==> config.mk <==
export PLATFORM = sky130hd
export DESIGN_NAME = pipe_ex_mem
export DESIGN_NICKNAME = d
export VERILOG_FILES = /design/src/rtl/pipe_ex_mem_pkg.sv /design/src/rtl/pipe_ch_reg.sv /design/src/rtl/pipe_ex_mem.sv
export SDC_FILE = /design/constraint.sdc
export NUM_CORES = 1
export LEC_CHECK = 0
export BUFFER_PORTS_ARGS = -buffer_cell sky130_fd_sc_hd__buf_2
export CORE_AREA = 5 5 133 135
export DETAILED_ROUTE_END_ITERATION = 8
export DIE_AREA = 0 0 138 140
export PLACE_DENSITY = 0.72
export REMOVE_ABC_BUFFERS = 1
export SLEW_MARGIN = 20
export SYNTH_ARGS = -nofsm -noshare
export SYNTH_HDL_FRONTEND = slang
export SYNTH_SLANG_ARGS = --single-unit
==> constraint.sdc <==
create_clock -name clk -period 0.81 [get_ports clk]
set_input_delay 0 -clock clk [delete_from_list [all_inputs] [get_ports clk]]
set_output_delay 0 -clock clk [all_outputs]
set_load 0.03 [all_outputs]
==> src/rtl/pipe_ex_mem_pkg.sv <==
// Shared definitions for the EX/MEM pipeline register: default widths, stall-vector
// indices and the per-cycle action priority.
package pipe_ex_mem_pkg;

   localparam int unsigned DefDataW  = 32;
   localparam int unsigned DefAddrW  = 5;
   localparam int unsigned DefNumCh  = 1;
   localparam int unsigned DefStallW = 6;
   localparam int unsigned DefCntW   = 2;

   localparam int unsigned STALL_PC  = 0;
   localparam int unsigned STALL_IF  = 1;
   localparam int unsigned STALL_ID  = 2;
   localparam int unsigned STALL_EX  = 3;
   localparam int unsigned STALL_MEM = 4;
   localparam int unsigned STALL_WB  = 5;

   typedef enum logic [2:0] {
      ActReset,
      ActFlush,
      ActBubble,
      ActAdvance,
      ActHold
   } action_e;

   // Priority: reset, flush, bubble, advance, hold.
   function automatic action_e pick_action(input logic rst_n, input logic flush,
                                           input logic stall_here, input logic stall_next);
      if (!rst_n) begin
         return ActReset;
      end else if (flush) begin
         return ActFlush;
      end else if (stall_here && !stall_next) begin
         return ActBubble;
      end else if (!stall_here) begin
         return ActAdvance;
      end
      return ActHold;
   endfunction

endpackage

==> src/rtl/pipe_ch_reg.sv <==
// One register-file write channel (addr/en/data) of the EX/MEM pipeline register.
module pipe_ch_reg #(
   parameter int unsigned ADDR_W = 5,
   parameter int unsigned DATA_W = 32
) (
   input  logic              clk_i,
   input  logic              rst_ni,
   input  logic              clr_i,
   input  logic              ld_i,
   input  logic [ADDR_W-1:0] addr_i,
   input  logic              en_i,
   input  logic [DATA_W-1:0] data_i,
   output logic [ADDR_W-1:0] addr_o,
   output logic              en_o,
   output logic [DATA_W-1:0] data_o
);

   logic [ADDR_W-1:0] addr_d, addr_q;
   logic              en_d, en_q;
   logic [DATA_W-1:0] data_d, data_q;

   always_comb begin
      addr_d = addr_q;
      en_d   = en_q;
      data_d = data_q;
      if (clr_i) begin
         addr_d = '0;
         en_d   = 1'b0;
         data_d = '0;
      end else if (ld_i) begin
         addr_d = addr_i;
         en_d   = en_i;
         data_d = data_i;
      end
   end

   always_ff @(posedge clk_i) begin
      if (!rst_ni) begin
         addr_q <= '0;
         en_q   <= 1'b0;
         data_q <= '0;
      end else begin
         addr_q <= addr_d;
         en_q   <= en_d;
         data_q <= data_d;
      end
   end

   assign addr_o = addr_q;
   assign en_o   = en_q;
   assign data_o = data_q;

endmodule

==> src/rtl/pipe_ex_mem.sv <==
// EX/MEM pipeline register with flush, bubble/hold stall handling and multi-cycle feedback.
// Optional bubble/hold performance counters are built when PIPE_EX_MEM_PERF_EN is defined.
module pipe_ex_mem
   import pipe_ex_mem_pkg::*;
#(
   parameter int unsigned DATA_W  = DefDataW,
   parameter int unsigned ADDR_W  = DefAddrW,
   parameter int unsigned NUM_CH  = DefNumCh,
   parameter int unsigned STALL_W = DefStallW,
   parameter int unsigned STAGE   = STALL_EX,
   parameter int unsigned CNT_W   = DefCntW
) (
   input  logic                     clk,
   input  logic                     reset,
   input  logic [STALL_W-1:0]       stall_en,
   input  logic                     flush,
   input  logic [NUM_CH*ADDR_W-1:0] out_addr,
   input  logic [NUM_CH-1:0]        out_en,
   input  logic [NUM_CH*DATA_W-1:0] out_data,
   input  logic                     hilo_wr_en,
   input  logic [DATA_W-1:0]        hilo_wr_hi,
   input  logic [DATA_W-1:0]        hilo_wr_lo,
   input  logic [2*DATA_W-1:0]      hilo_temp_in,
   input  logic [CNT_W-1:0]         cnt_in,
   output logic [NUM_CH*ADDR_W-1:0] pipe_out_addr,
   output logic [NUM_CH-1:0]        pipe_out_en,
   output logic [NUM_CH*DATA_W-1:0] pipe_out_data,
   output logic                     pipe_hilo_en,
   output logic [DATA_W-1:0]        pipe_hilo_hi,
   output logic [DATA_W-1:0]        pipe_hilo_lo,
   output logic                     pipe_valid,
   output logic [2*DATA_W-1:0]      hilo_temp_out,
   output logic [CNT_W-1:0]         cnt_out
`ifdef PIPE_EX_MEM_PERF_EN
   ,
   output logic [31:0]              perf_bubble_cnt,
   output logic [31:0]              perf_hold_cnt
`endif
);

   action_e act;
   logic    ch_clr, ch_ld;
   logic    unused_stall;

   // Only the own-stage and next-stage bits matter here.
   assign unused_stall = ^stall_en;

   always_comb begin
      act    = pick_action(reset, flush, stall_en[STAGE], stall_en[STAGE+1]);
      ch_clr = (act == ActFlush) || (act == ActBubble);
      ch_ld  = (act == ActAdvance);
   end

   for (genvar g = 0; g < NUM_CH; g++) begin : g_ch
      pipe_ch_reg #(
         .ADDR_W(ADDR_W),
         .DATA_W(DATA_W)
      ) u_ch (
         .clk_i (clk),
         .rst_ni(reset),
         .clr_i (ch_clr),
         .ld_i  (ch_ld),
         .addr_i(out_addr[g*ADDR_W +: ADDR_W]),
         .en_i  (out_en[g]),
         .data_i(out_data[g*DATA_W +: DATA_W]),
         .addr_o(pipe_out_addr[g*ADDR_W +: ADDR_W]),
         .en_o  (pipe_out_en[g]),
         .data_o(pipe_out_data[g*DATA_W +: DATA_W])
      );
   end

   logic                hilo_en_d, hilo_en_q;
   logic [DATA_W-1:0]   hilo_hi_d, hilo_hi_q;
   logic [DATA_W-1:0]   hilo_lo_d, hilo_lo_q;
   logic                valid_d, valid_q;
   logic [2*DATA_W-1:0] temp_d, temp_q;
   logic [CNT_W-1:0]    cnt_d, cnt_q;

   always_comb begin
      hilo_en_d = hilo_en_q;
      hilo_hi_d = hilo_hi_q;
      hilo_lo_d = hilo_lo_q;
      valid_d   = valid_q;
      temp_d    = temp_q;
      cnt_d     = cnt_q;
      unique case (act)
         ActReset, ActFlush: begin
            hilo_en_d = 1'b0;
            hilo_hi_d = '0;
            hilo_lo_d = '0;
            valid_d   = 1'b0;
            temp_d    = '0;
            cnt_d     = '0;
         end
         // MEM gets a bubble while EX keeps iterating on its partial result.
         ActBubble: begin
            hilo_en_d = 1'b0;
            hilo_hi_d = '0;
            hilo_lo_d = '0;
            valid_d   = 1'b0;
            temp_d    = hilo_temp_in;
            cnt_d     = cnt_in;
         end
         ActAdvance: begin
            hilo_en_d = hilo_wr_en;
            hilo_hi_d = hilo_wr_hi;
            hilo_lo_d = hilo_wr_lo;
            valid_d   = 1'b1;
            temp_d    = '0;
            cnt_d     = '0;
         end
         default: ;
      endcase
   end

   always_ff @(posedge clk) begin
      if (!reset) begin
         hilo_en_q <= 1'b0;
         hilo_hi_q <= '0;
         hilo_lo_q <= '0;
         valid_q   <= 1'b0;
         temp_q    <= '0;
         cnt_q     <= '0;
      end else begin
         hilo_en_q <= hilo_en_d;
         hilo_hi_q <= hilo_hi_d;
         hilo_lo_q <= hilo_lo_d;
         valid_q   <= valid_d;
         temp_q    <= temp_d;
         cnt_q     <= cnt_d;
      end
   end

   assign pipe_hilo_en  = hilo_en_q;
   assign pipe_hilo_hi  = hilo_hi_q;
   assign pipe_hilo_lo  = hilo_lo_q;
   assign pipe_valid    = valid_q;
   assign hilo_temp_out = temp_q;
   assign cnt_out       = cnt_q;

`ifdef PIPE_EX_MEM_PERF_EN
   logic [31:0] bubble_cnt_q, hold_cnt_q;

   // Saturating; flush does not clear these.
   always_ff @(posedge clk) begin
      if (!reset) begin
         bubble_cnt_q <= '0;
         hold_cnt_q   <= '0;
      end else begin
         if (act == ActBubble && bubble_cnt_q != '1) bubble_cnt_q <= bubble_cnt_q + 32'd1;
         if (act == ActHold && hold_cnt_q != '1) hold_cnt_q <= hold_cnt_q + 32'd1;
      end
   end

   assign perf_bubble_cnt = bubble_cnt_q;
   assign perf_hold_cnt   = hold_cnt_q;
`endif

endmodule

==> results.cfg, run 1 <==
[cts]
clk-insertion-delay-late_ns = 0.42
numCtsBuffers = 17
cts.clk_slew.worst_paths_ns = 0.07
max-clock-path-buffers = 2
htreeDepth = 4
cts_sinks = 170
cts_tree = done
cts-root-buf = clkbuf_16

[logic_synthesis]
synth_edf_count = 0
ys_ff_latch = 170
ys.warnings.count = 0
syn_area_um2 = 6420
synthFlopType = dfxtp_1
synthCells = 676
synth_commonest_cells = 170 x dfxtp_1, 104 x a21oi_1, 104 x nand2b_1
synth_top_cell_by_area = dfxtp_1
synthTopCellsByArea = dfxtp_1 53%, mux2i_1 10%, nand2b_1 10%
synth_top_area_share_pct = 53.0
synth_cell_types = 12
ys_seq_area_share_pct = 53.0
yosysMostFrequentCell = dfxtp_1
ys_async_sr_fraction_pct = 0
avgSynthCellArea_um2 = 9.50

[cells_and_area]
multi_input_area_um2 = 2730
instances_no_fill = 1465
final_nets = 1409
drive_gt1_share_pct = 52.2
regArea_um2 = 3620
fillers = 908
area_growth_pct = 93.0

[floorplanning]
start_util_pct = 39.3
die_x_um = 138
die_h_um = 140
coreArea_um2 = 16300
ios = 348
dieArea_um2 = 19300
rows = 47

[placed_design]
place_congestion = 0.778
numPortBuffers = 343
dpl.cell_count = 1208
hpwl_mm = 13.8
dp_slack_ns = -0.0937

[pwr]
power_mw = 20.1
ir_worst_vdd_mv = 1.38
p_leak_nw = 5.47
powerDensity_nw_per_um2 = 1620

[timing]
fmax_mhz = 1060
rsz0062_at_grt = yes
worst_pin_slew_ns = 0.336
fin_worst_skew_ns = 0
period_minus_slack_ns = 0.943
setup_viol = 183
final.setup.worst_slack_ns = -0.133
fin_crit_sh_pct = 116
hold_ws_ns = -0.0220
slew_viol_final = 0
hold_violations = 3
slew_headroom_pct = 77.6

[worst_setup_path]
cp-start-kind = register
worst_path_max_delay_cell = dfxtp_2
end_kind = output port
arrival_ns = 0.94
crit_family = flip-flops
crit_chain = buf_6
worstSetupPathType = register to output port
required_ns = 0.81
cp.buffers_inverters = 1
cp_max_fo = 2
max_stage_delay_ns = 0.38

[global_routing]
grt_pass1_wl_mm = 42.3
grt_max_degree = 65
overflow = 0
antenna_found_initial = 2
track_usage_pct = 26.9
grt_pass1_vias = 7767

[routing]
vias = 7751
drt_wl_total_mm = 30.2
drc_errors = 0
detail_route.iter0.violations = 550
first_pass_iters = 5
ant_nets = 0
drt-wirelength-per-cell_um = 20.6
drt-vias-per-instance = 5.29

[status]
violations = negative hold slack, negative setup slack
status = complete, but fails checks

[worst_hold_path]
hold_path.class = primary input to register

[run]
cap_violations = 0
worst paths after layout:
| path | start | endpoint | slack, ns | cells after the start |
|---|---|---|---|---|
| worst max-delay path | g_ch[0].u_ch.data_o[13] | pipe_out_data[13] | -0.13 | 1 |
| worst min-delay path | stall_en[3] | pipe_hilo_lo[7] | -0.02 | 3 |
| worst max register to register | pipe_hilo_hi[9] | pipe_hilo_hi[9] | -0.12 | 3 |
| worst min register to register | pipe_valid | pipe_valid | 0.47 | 2 |
routing by layer:
metal  routed length [µm]  up-vias  track usage (%)
li1                     -     3384                -
met1                10700     3696             29.5
met2                15200      563             47.9
met3                 2770      106             7.74
met4                 1430        2             13.3
met5                   13        -                0
report_power, final:
part	total, mW	internal, mW	leakage (nW)	switching [mW]
logic	3.46	1.80	3.75	1.66
clock network	7.83	4.26	0.257	3.57
registers	8.78	8.61	1.46	0.177
registers in the layout (all words and copies together), names as in the netlist:
name              count
pipe_valid            1
g_ch.u_ch.addr_o      5
pipe_hilo_hi         32
g_ch.u_ch.en_o        1
pipe_hilo_lo         32
hilo_temp_out        64
g_ch.u_ch.data_o     32
cnt_out               2
pipe_hilo_en          1
cell usage in the layout (no fill, tap or decap):
| cell | n |
|---|---|
| diode_2 | 2 |
| nand3_1 | 102 |
| dfxtp_4 | 1 |
| clkbuf_16 | 17 |
| mux2i_2 | 3 |
| buf_6 | 172 |
| dfxtp_2 | 169 |
| buf_4 | 77 |
| inv_6 | 4 |
| nor2_1 | 65 |
| nand2b_4 | 1 |
| a21oi_2 | 12 |
| bufinv_16 | 1 |
| nand3_2 | 1 |
| nor2_2 | 1 |
| buf_12 | 7 |
| mux2i_4 | 4 |
| nand2b_1 | 103 |
| clkinv_2 | 1 |
| clkinvlp_4 | 4 |
| clkbuf_1 | 2 |
| clkinv_4 | 2 |
| a21oi_1 | 92 |
| mux2i_1 | 59 |
| dlygate4sd3_1 | 170 |
| nand2_1 | 1 |
| buf_2 | 171 |
| nand3b_2 | 1 |
metrics by stage:
| step | area, µm² | util [%] | TNS, ns |
|---|---|---|---|
| floorplan | 6010 | - | -153.70 |
| global placement | 8330 | 51.0 | -0.911 |
| detailed placement | 8330 | 51.0 | -2.68 |
| CTS | 12000 | 73.2 | -14.96 |
| global route | 12400 | 75.8 | -19.35 |
| finish | 12400 | 75.8 | -15.40 |
final cells by class:
cell class              count  share of cell area (%)
multi-input cells         445                    22.0
repair buffers            597                    42.1
well taps                 220                    2.22
clock buffers              19                    3.49
diodes                      2                  0.0404
flip-flops and latches    170                    29.2
clock inverters            12                   0.949
what timing repair did:
item / CTS / global route
hold endpoints to repair: 169 / 0
pin swaps: 0 / 8
setup buffers: 13 / 41
setup endpoints to repair: 170 / 178
gates resized for setup: 510 / 27
hold buffers: 171 / 0
kinds of logic after synthesis:
logic type / count (synthesis) / synth area share [%]
buffers and inverters: 61 / 6.37
DFF: 170 / 53.0
muxes: 66 / 10.3
AOI/OAI and AO/OA: 104 / 8.10
and+or+nand+nor: 275 / 22.2
Note: power is estimated with default switching activity, not from simulation.
==> run 2: changes to the inputs <==
--- a/config.mk
+++ b/config.mk
@@ -6,10 +6,11 @@
 export NUM_CORES = 1
 export LEC_CHECK = 0
 export BUFFER_PORTS_ARGS = -buffer_cell sky130_fd_sc_hd__buf_2
-export CORE_AREA = 5 5 133 135
+export CORE_AREA = 2 2 134 136
 export DETAILED_ROUTE_END_ITERATION = 8
-export DIE_AREA = 0 0 138 140
-export PLACE_DENSITY = 0.72
+export DIE_AREA = 0 0 136 138
+export GPL_TIMING_DRIVEN = 0
+export PLACE_DENSITY = 0.66
 export REMOVE_ABC_BUFFERS = 1
 export SLEW_MARGIN = 20
 export SYNTH_ARGS = -nofsm -noshare
==> results.cfg, run 2 (same netlist as run 1, synthesis figures left out) <==
[routing]
drc_errors = 0
vias = 7071
first_pass_iters = 5
ant_nets = 0
detail_route.iter0.violations = 349
drt_wl_total_mm = 25.5
drt-vias-per-instance = 4.93
drt-wirelength-per-cell_um = 17.8

[run]
cap_violations = 0

[placed_design]
place_congestion = 0.742
hpwl_mm = 11.4
numPortBuffers = 343
dp_slack_ns = -0.718

[global_routing]
grt_pass1_vias = 7006
overflow = 0
grt_max_degree = 128
track_usage_pct = 23.5
antenna_found_initial = 1
grt_pass1_wl_mm = 35.2

[worst_setup_path]
cp_max_fo = 2
max_stage_delay_ns = 0.36
crit_chain = buf_6
crit_family = flip-flops
cp-start-kind = register
worstSetupPathType = register to output port
cp.buffers_inverters = 1
worst_path_max_delay_cell = dfxtp_2
end_kind = output port
arrival_ns = 0.93
required_ns = 0.81

[pwr]
powerDensity_nw_per_um2 = 1660
ir_worst_vdd_mv = 1.36
p_leak_nw = 5.33
power_mw = 20.1

[cells_and_area]
final_cell_mix = 172 x buf_6, 170 x dfxtp_2, 170 x buf_2
largest_reg_flops = 64
fillers = 1185
final_nets = 1370
layout.cells.most_common = buf_6
drive_gt1_share_pct = 49.6
area_growth_pct = 88.9

[timing]
worst_pin_slew_ns = 0.568
fin_worst_skew_ns = 0
final.setup.worst_slack_ns = -0.117
hold_violations = 0
fmax_mhz = 1080
slew_viol_final = 0
fin_crit_sh_pct = 114
setup_viol = 171
rsz0062_at_grt = yes
period_minus_slack_ns = 0.927
slew_headroom_pct = 62.2

[cts]
cts_tree = done
max-clock-path-buffers = 2
htreeDepth = 4
cts-root-buf = clkbuf_16
numCtsBuffers = 17
clk-insertion-delay-late_ns = 0.42
cts_sinks = 170
cts.clk_slew.worst_paths_ns = 0.07

[floorplanning]
die_x_um = 136
rows = 49
die_h_um = 138
ios = 348
coreArea_um2 = 17500
dieArea_um2 = 18800
start_util_pct = 36.6

[status]
violations = negative setup slack
status = complete, but fails checks

[worst_hold_path]
hold_path.class = primary input to register
==> run 2: final timing paths <==
check                    start                 to  slack (ns)  depth (start not counted)
min reg2reg         pipe_valid         pipe_valid        0.46                          2
max reg2reg  hilo_temp_out[56]  hilo_temp_out[56]       -0.06                          3
min                stall_en[3]         pipe_valid        0.04                          2
max           pipe_hilo_lo[14]   pipe_hilo_lo[14]       -0.12                          1
==> run 2: cell type report <==
cell class              instances  area [µm²]  share of cell area, %
diodes                          1        2.50                 0.0206
flip-flops and latches        170        3620                   29.8
clock inverters                12         141                   1.17
multi-input cells             449        2730                   22.5
clock buffers                  18         429                   3.54
well taps                     229         287                   2.36
repair buffers                554        4930                   40.6
==> run 2: what timing repair did <==
action | CTS | global route
gates cloned | 3 | 3
pin swaps | 1 | 6
endpoints found under the hold margin | 169 | 0
hold buffers | 169 | 0
endpoints found under the setup margin | 270 | 240
setup buffers | 1 | 36
gates resized for setup | 514 | 14
==> run 2: power by group <==
| group | switching, mW | internal (mW) | leakage (nW) |
|---|---|---|---|
| Clock | 3.56 | 4.56 | 0.262 |
| Sequential | 0.160 | 8.61 | 1.46 |
| Combinational | 1.55 | 1.71 | 3.61 |
==> run 2: through the flow <==
| step | TNS (ns) | hold slack [ns] | area [µm²] | instances | util [%] |
|---|---|---|---|---|---|
| after detailed placement | -87.49 | 0.238 | 8130 | 1190 | 46.4 |
| after global routing | -18.88 | 0.0479 | 12100 | 1433 | 69.2 |
| final | -13.31 | 0.0404 | 12100 | 1433 | 69.2 |
| after CTS | -15.52 | 0.00998 | 11800 | 1393 | 67.1 |
| after floorplan | -153.70 | 0.0918 | 6010 | 615 | - |
| after global placement | -499.45 | 0.227 | 8020 | 1187 | 45.7 |
==> run 2: metal layers <==
metal  GRT usage (%)  share of wire (%)
met2            40.3                 49
met3            8.14                8.8
met5               0                  0
met1            25.4                 38
met4            12.2                4.2
==> run 3: changes to the inputs <==
==> constraint.sdc (replaced) <==
create_clock -name clk -period 1.05 [get_ports clk]
set_input_delay 0 -clock clk [delete_from_list [all_inputs] [get_ports clk]]
set_output_delay 0 -clock clk [all_outputs]
set_load 0.03 [all_outputs]
==> results.cfg, run 3 (same netlist as run 1, synthesis figures left out) <==
[pwr]
p_int_mw = 11.2
p_comb_share_pct = 14.2
powerDensity_nw_per_um2 = 1440
p_leak_nw = 4.89
p_sw_mw = 3.84
pwr-share-seq_pct = 44.5
ir_worst_vdd_mv = 1.03
power_frac_clock_pct = 41.2
switching_share_pct = 25.6

[worst_setup_path]
cp.depth = 1
r2r_start = hilo_temp_out[19]
arrival_ns = 1.00
worstSetupPathType = register to output port
cp_max_fo = 2
end_kind = output port
startpoint = pipe_hilo_lo[19]
required_ns = 1.05
crit_family = flip-flops
cp-start-kind = register
crit_chain = buf_2
cp.buffers_inverters = 1
reg2reg_depth = 2
max_stage_delay_ns = 0.35
worst_path_max_delay_cell = dfxtp_1

[cts]
cts_setup_buffers = 0
cts_tree = done
numCtsBuffers = 17
htreeDepth = 4
max-clock-path-buffers = 2
cts_sinks = 170
cts.clk_slew.worst_paths_ns = 0.07
cts-root-buf = clkbuf_16
clk-insertion-delay-late_ns = 0.42

[timing]
worst_pin_slew_ns = 0.624
hold_ws_ns = 0.0781
hold_violations = 0
fin_worst_skew_ns = 0
slew_viol_final = 0
setup_viol = 0
fin_setup_tns_ns = 0
period_minus_slack_ns = 1.00
fmax_mhz = 1000
slew_headroom_pct = 58.4
rsz0062_at_grt = no
fin_crit_sh_pct = 95.2

[cells_and_area]
fin_util_pct = 59.5
instances_no_fill = 1391
n_antenna_cell = 0
layout.cells.most_common = buf_2
area_growth_pct = 62.6
final_cell_mix = 340 x buf_2, 170 x dfxtp_1, 169 x dlygate4sd3_1
fillers = 1443
final_cell_area_um2 = 10400
largest_reg_flops = 64
drive_gt1_share_pct = 32.6
final_nets = 1329

[global_routing]
overflow = 0
track_usage_pct = 20.4
grt_max_degree = 128
grt_pass1_vias = 6309
antenna_found_initial = 0
grt_pass1_wl_mm = 31.1

[routing]
ant_nets = 0
drc_errors = 0
drt-wirelength-per-cell_um = 14.7
detail_route.iter0.violations = 293
drt-vias-per-instance = 4.68
vias = 6514
first_pass_iters = 4
drt_wl_total_mm = 20.4

[floorplanning]
ios = 348
start_util_pct = 36.6
die_x_um = 136
die_h_um = 138
rows = 49
dieArea_um2 = 18800
coreArea_um2 = 17500

[placed_design]
place_area_um2 = 8130
dpl.cell_count = 1190
place_congestion = 0.742
numPortBuffers = 343
hpwl_mm = 11.4

[run]
cap_violations = 0

[worst_hold_path]
holdPathStages = 2
min_from = stall_en[3]
hold_path.class = primary input to register

[status]
status = finished, final reports clean
-- run 3: cell types whose count changed in the layout (fill, tap and decap cells not counted), moves of 2 or more --
cell and change:
buf_6 -171, buf_16 -2, dfxtp_1 +170, a21oi_2 -4
a21oi_1 +4, buf_2 +170, buf_4 -35, mux2i_1 +2
dfxtp_2 -170, mux2i_4 -2
-- run 3: routing by layer --
layer | up-vias | track usage, % | share of wire [%]
met1 | 2968 | 23.1 | 40
li1 | 3223 | - | -
met5 | - | 0 | 0
met3 | 39 | 6.31 | 8.7
met2 | 284 | 35.3 | 49
met4 | 0 | 8.66 | 2.7
-- run 3: worst paths after layout --
| check | end | slack, ns |
|---|---|---|
| worst max register to register | hilo_temp_out[19] | 0.35 |
| worst max-delay path | pipe_hilo_lo[19] | 0.05 |
| worst min register to register | pipe_valid | 0.45 |
| worst min-delay path | pipe_valid | 0.08 |
-- run 3: metrics by stage --
step                      total power [mW]  setup slack [ns]
after floorplan                       7.60             -1.05
after global placement                8.42             -3.19
after detailed placement              8.41            -0.478
after CTS                             15.2            0.0217
after global routing                  15.6           0.00215
final                                 15.0            0.0503
-- run 3: repair_timing --
item	CTS	global route
pin swaps	1	0
endpoints found under the hold margin	169	0
gates cloned	1	1
hold buffers	169	0
gates resized for setup	1	1
endpoints found under the setup margin	7	10
-- run 3: final cells by class --
class	count	area [µm²]	area share, %
multi-input cells	446	2650	25.3
flip-flops and latches	170	3400	32.6
clock buffers	18	429	4.11
clock inverters	12	141	1.35
well taps	229	287	2.74
repair buffers	516	3530	33.9
-- run 3: power groups by stage --
stage	combinational (mW)	clock, mW	sequential [mW]
finish	2.14	6.19	6.69
detailed placement	1.59	0	6.83
global placement	1.60	0	6.82
floorplan	0.438	0	7.16
CTS	2.10	6.37	6.68
global route	2.30	6.62	6.70
